--- src/rtl/compare_pkg.sv ---
// compare_pkg: shared width default, compare result encoding and magnitude helper.
package compare_pkg;
    localparam int CMP_WIDTH_DEFAULT = 8;
    typedef enum logic [1:0] {EQ = 2'd0, GT = 2'd1, LT = 2'd2} cmp_res_t;
    // Operands arrive already zero- or sign-extended to 64 bits by the caller.
    function automatic cmp_res_t cmp_eval(input logic [63:0] a, input logic [63:0] b, input logic is_signed);
        if (a == b) return EQ;
        if (is_signed) return ($signed(a) > $signed(b)) ? GT : LT;
        return (a > b) ? GT : LT;
    endfunction
endpackage

--- src/rtl/compare_8bit_if.sv ---
// compare_8bit_if: operand/result bundle; gt and lt exist only with COMPARE_MAG_EN.
interface compare_8bit_if #(parameter int WIDTH = 8);
    logic             in_valid;
    logic [WIDTH-1:0] a;
    logic [WIDTH-1:0] b;
    logic             out_valid;
    logic             equal;
`ifdef COMPARE_MAG_EN
    logic             gt;
    logic             lt;
`endif
    modport master (
        output in_valid, a, b,
        input  out_valid, equal
`ifdef COMPARE_MAG_EN
        , input gt, lt
`endif
    );
    modport slave (
        input  in_valid, a, b,
        output out_valid, equal
`ifdef COMPARE_MAG_EN
        , output gt, lt
`endif
    );
endinterface

--- src/rtl/compare_core.sv ---
// compare_core: combinational equality and (with COMPARE_MAG_EN) magnitude compare.
module compare_core
    import compare_pkg::*;
#(
    parameter int WIDTH      = CMP_WIDTH_DEFAULT,
    parameter int SIGNED_CMP = 0
) (
    input  logic [WIDTH-1:0] a_i,
    input  logic [WIDTH-1:0] b_i,
    output logic             eq_o
`ifdef COMPARE_MAG_EN
    ,
    output logic             gt_o,
    output logic             lt_o
`endif
);
    if (WIDTH < 1 || WIDTH > 63 || (SIGNED_CMP != 0 && SIGNED_CMP != 1)) begin : g_bad_cfg
        $error("compare_core: unsupported WIDTH/SIGNED_CMP");
    end
    assign eq_o = ~|(a_i ^ b_i);
`ifdef COMPARE_MAG_EN
    localparam int PAD = 64 - WIDTH;
    logic [63:0] a_x;
    logic [63:0] b_x;
    cmp_res_t    res;
    assign a_x  = {{PAD{SIGNED_CMP != 0 && a_i[WIDTH-1]}}, a_i};
    assign b_x  = {{PAD{SIGNED_CMP != 0 && b_i[WIDTH-1]}}, b_i};
    assign res  = cmp_eval(a_x, b_x, SIGNED_CMP != 0);
    assign gt_o = (res == GT);
    assign lt_o = (res == LT);
`endif
endmodule

--- src/rtl/compare_8bit.sv ---
// compare_8bit: registered comparator, one-cycle latency, results hold while idle.
// Optional gt/lt outputs built when COMPARE_MAG_EN is defined.
module compare_8bit
    import compare_pkg::*;
#(
    parameter int WIDTH      = CMP_WIDTH_DEFAULT,
    parameter int SIGNED_CMP = 0
) (
    input logic          clk,
    input logic          rst,
    compare_8bit_if.slave bus
);
    logic eq_c;
    logic valid_q, valid_d;
    logic eq_q, eq_d;
`ifdef COMPARE_MAG_EN
    logic gt_c, lt_c;
    logic gt_q, gt_d;
    logic lt_q, lt_d;
`endif
    compare_core #(.WIDTH(WIDTH), .SIGNED_CMP(SIGNED_CMP)) u_core (
        .a_i  (bus.a),
        .b_i  (bus.b),
        .eq_o (eq_c)
`ifdef COMPARE_MAG_EN
        ,
        .gt_o (gt_c),
        .lt_o (lt_c)
`endif
    );
    always_comb begin
        valid_d = bus.in_valid;
        eq_d    = bus.in_valid ? eq_c : eq_q;
`ifdef COMPARE_MAG_EN
        gt_d    = bus.in_valid ? gt_c : gt_q;
        lt_d    = bus.in_valid ? lt_c : lt_q;
`endif
    end
    always_ff @(posedge clk) begin
        if (rst) begin
            valid_q <= 1'b0;
            eq_q    <= 1'b0;
`ifdef COMPARE_MAG_EN
            gt_q    <= 1'b0;
            lt_q    <= 1'b0;
`endif
        end else begin
            valid_q <= valid_d;
            eq_q    <= eq_d;
`ifdef COMPARE_MAG_EN
            gt_q    <= gt_d;
            lt_q    <= lt_d;
`endif
        end
    end
    assign bus.out_valid = valid_q;
    assign bus.equal     = eq_q;
`ifdef COMPARE_MAG_EN
    assign bus.gt        = gt_q;
    assign bus.lt        = lt_q;
`endif
endmodule

--- src/flat_wrapper.sv ---
// flat-port wrapper written by rule: the top's interface ports become plain ports
module compare_8bit_flat import compare_pkg::*;
#(
    parameter int WIDTH      = CMP_WIDTH_DEFAULT,
    parameter int SIGNED_CMP = 0
)
  (clk, rst, bus_in_valid, bus_a, bus_b, bus_out_valid, bus_equal);
  compare_8bit_if #(.WIDTH(WIDTH)) bus_i ();
  input logic clk;
  input logic rst;
  input wire logic [$bits(bus_i.in_valid)-1:0] bus_in_valid;
  input wire logic [$bits(bus_i.a)-1:0] bus_a;
  input wire logic [$bits(bus_i.b)-1:0] bus_b;
  output wire logic [$bits(bus_i.out_valid)-1:0] bus_out_valid;
  output wire logic [$bits(bus_i.equal)-1:0] bus_equal;
  assign bus_i.in_valid = bus_in_valid;
  assign bus_i.a = bus_a;
  assign bus_i.b = bus_b;
  assign bus_out_valid = bus_i.out_valid;
  assign bus_equal = bus_i.equal;
  compare_8bit #(.WIDTH(WIDTH), .SIGNED_CMP(SIGNED_CMP)) u_core (.clk(clk), .rst(rst), .bus(bus_i));
endmodule
--- config.mk ---
export PLATFORM = sky130hd
export DESIGN_NAME = compare_8bit_flat
export DESIGN_NICKNAME = d
export VERILOG_FILES = /design/src/rtl/compare_pkg.sv /design/src/rtl/compare_8bit_if.sv /design/src/rtl/compare_core.sv /design/src/rtl/compare_8bit.sv /design/src/flat_wrapper.sv
export SDC_FILE = /design/constraint.sdc
export NUM_CORES = 1
export LEC_CHECK = 0
export CORE_AREA = 2 2 39 41
export DETAILED_ROUTE_END_ITERATION = 6
export DIE_AREA = 0 0 41 43
export PLACE_DENSITY = 0.55
export REMOVE_ABC_BUFFERS = 1
export SYNTH_ARGS = -nofsm -noshare
export SYNTH_HDL_FRONTEND = slang
export SYNTH_SLANG_ARGS = --single-unit
--- constraint.sdc ---
create_clock -name clk -period 1.4 [get_ports clk]
set_input_delay 0.28 -clock clk [delete_from_list [all_inputs] [get_ports clk]]
set_output_delay 0.28 -clock clk [all_outputs]
set_load 0.02 [all_outputs]
==> impl_metrics.tcl <==
set metrics [dict create \
    outcome "completed" \
    reg2reg_to "u_core.bus.equal" \
    areaGrowthSynthToFinish_pct 154 \
    antenna_found_initial 0 \
    setup_tns_ns 0 \
    clock_sinks 2 \
    cp-end-kind "output port" \
    max_cap_viol_count 0 \
    critPathTopFamily "buffers and inverters" \
    post_dp_cell_area_um2 379 \
    cts.reportedPaths.clkPinSlew_ns 0.03 \
    whs_endpoint "u_core.bus.equal" \
    cp_num_buf_inv 1 \
    grt_max_degree 3 \
    path_cells "dlygate4sd2_1" \
    antenna_cells 0 \
    ant_nets 0 \
    ir_worst_vdd_mv 0.157 \
    gp_congestion 0.546 \
    drive_gt1_share_pct 12.5 \
    cts_tree "done" \
    rows 14 \
    rsz0062_at_grt "false" \
    min_path_type "flop to flop" \
    die_h_um 43 \
    start_kind "flop" \
    cpPeakStageDelay_ns 0.33 \
    drtIter0Drc 0 \
    die_width_um 41 \
    avgSynthCellArea_um2 9.35 \
    overflow 0 \
    grtUsageTotal_pct 6.31 \
    clk_path_buf_depth 2 \
    first_pass_iters 1 \
    timing.fmax_mhz 877 \
    clk_latency_ns 0.22 \
    syn_inst 17 \
    hold_viol_final 0 \
    critPathRequiredTime_ns 1.12 \
    timing.rr.start "u_core.bus.equal" \
    crit_fanout 2 \
    core_mm2 0.00138 \
    synth_warnings 0 \
    fin_worst_skew_ns 0 \
    postCtsSetupRepairBufs 0 \
    finalWirelength_um 405 \
    die-area_mm2 0.00176 \
    p_leak_nw 0.159 \
    cts_buffers 3 \
    crit_arrival_ns 0.86 \
    cts_htree_levels 1 \
    fin_area_um2 403 \
    postCtsHoldBufs 0 \
    maxSlewViolCount 0 \
    min_from "u_core.bus.equal" \
    synth_seq_cells 2 \
    slew_headroom_pct 85.2 \
    synth_cell_types 8 \
    grt_pass1_wl_um 683 \
    vias 196 \
    setup_violations 0 \
    crit_type "flop to output port" \
    yosysSeqAreaShare_pct 25.2 \
    cp_slowest_cell "dlygate4sd2_1" \
    layout.nets 61 \
    io-pin-count 21 \
    power_density_mw_per_mm2 686 \
    holdPathStages 2 \
    r2r_cells 2 \
    period_share_pct 81.4 \
    worstMarginPinSlew_ns 0.222 \
    vias_per_cell 3.50 \
    drc_errors 0 \
    io_buffers 20 \
    syn-cell-area_um2 159 \
    clock-root-buffer "clkbuf_4" \
    r2r_setup_slack_ns 0.87 \
    initial_core_util_pct 11.5 \
    finalCriticalPeriod_ns 1.14 \
    wl_per_cell_um 7.23 \
    grt_pass1_vias 220 \
]
## tightest hold or removal path: stages, from the launching register on
cell     delay (ns)
dfxtp_1        0.31
nand2_1        0.06
o31ai_2        0.05
## cell families after synthesis
family          count (synthesis)  synth area share (%)
simple gates                    6                  22.8
xor+xnor                        8                  44.1
flops                           2                  25.2
compound gates                  1                  7.87
## stage by stage
stage | total power [mW] | util, % | cells | hold WS (ns) | worst slack [ns]
3_5_place_dp | 0.150 | 27.4 | 53 | 0.460 | 0.117
5_1_grt | 0.291 | 29.1 | 56 | 0.494 | 0.221
2_1_floorplan | 0.0894 | - | 17 | 0.348 | 0.624
4_1_cts | 0.287 | 28.9 | 56 | 0.462 | 0.00339
3_3_place_gp | 0.150 | 27.4 | 53 | 0.455 | 0.126
6_report | 0.276 | 29.1 | 56 | 0.450 | 0.260
## registers in the layout (all words and copies together) (netlist names)
signal,flops
u_core.bus.out_valid,1
u_core.bus.equal,1
## where the power goes
| group | leakage (nW) | switching [mW] | total (mW) | internal (mW) |
|---|---|---|---|---|
| Clock | 0.0138 | 0.0341 | 0.129 | 0.0947 |
| Sequential | 0.0164 | 0.000265 | 0.0593 | 0.0590 |
| Combinational | 0.129 | 0.0233 | 0.0882 | 0.0649 |
| Total | 0.159 | 0.0577 | 0.276 | 0.219 |
## layout by cell type (no fill, tap or decap)
cell type and count:
dlygate4sd2_1 1, clkbuf_4 3, clkdlybuf4s50_1 18, nand3_1 1, o31ai_2 1, nor2_1 1
xnor2_1 8, nand4_1 1, dlymetal6s2s_1 1, dfxtp_1 2, nand2_1 2, nor2b_4 1
## cells in the mapped netlist (all sizes together)
library cell  n  area, µm²
xnor2         8       70.1
dfxtp         2       40.0
nand2         2       7.51
nand3         1       5.00
nand4         1       6.26
nor2          1       3.75
nor2b         1       13.8
o31ai         1       12.5
## timing repair
action | 4_1_cts | 5_1_grt
setup endpoints to repair | 1 | 1
gates cloned | 0 | 0
gates resized for setup | 1 | 1
## layout make-up
type                       instances  area, µm²
multi-input combinational         15        119
clock buffer                       3       22.5
fill                             157        981
sequential                         2       40.0
tap                               16       20.0
timing repair buffer              20        201
## routing by layer
layer | vias up | GRT usage (%) | wire length (µm)
met2 | 8 | 10.3 | 282
met5 | - | 0 | 0
met4 | 0 | 10.0 | 0
met3 | 0 | 0 | 27
met1 | 86 | 4.79 | 95
li1 | 102 | - | -
## worst max-delay path by stage
stage,cells after the start,end,slack (ns),from
floorplan,3,u_core.bus.equal,0.62,bus_b[3]
global placement,4,u_core.bus.equal,0.13,bus_a[3]
detailed placement,4,u_core.bus.equal,0.12,bus_a[3]
global route,1,bus_equal,0.22,u_core.bus.equal
CTS,1,bus_out_valid,0.003,u_core.bus.out_valid
finish,1,bus_equal,0.26,u_core.bus.equal
No activity file was read; power rests on OpenSTA's default activity.
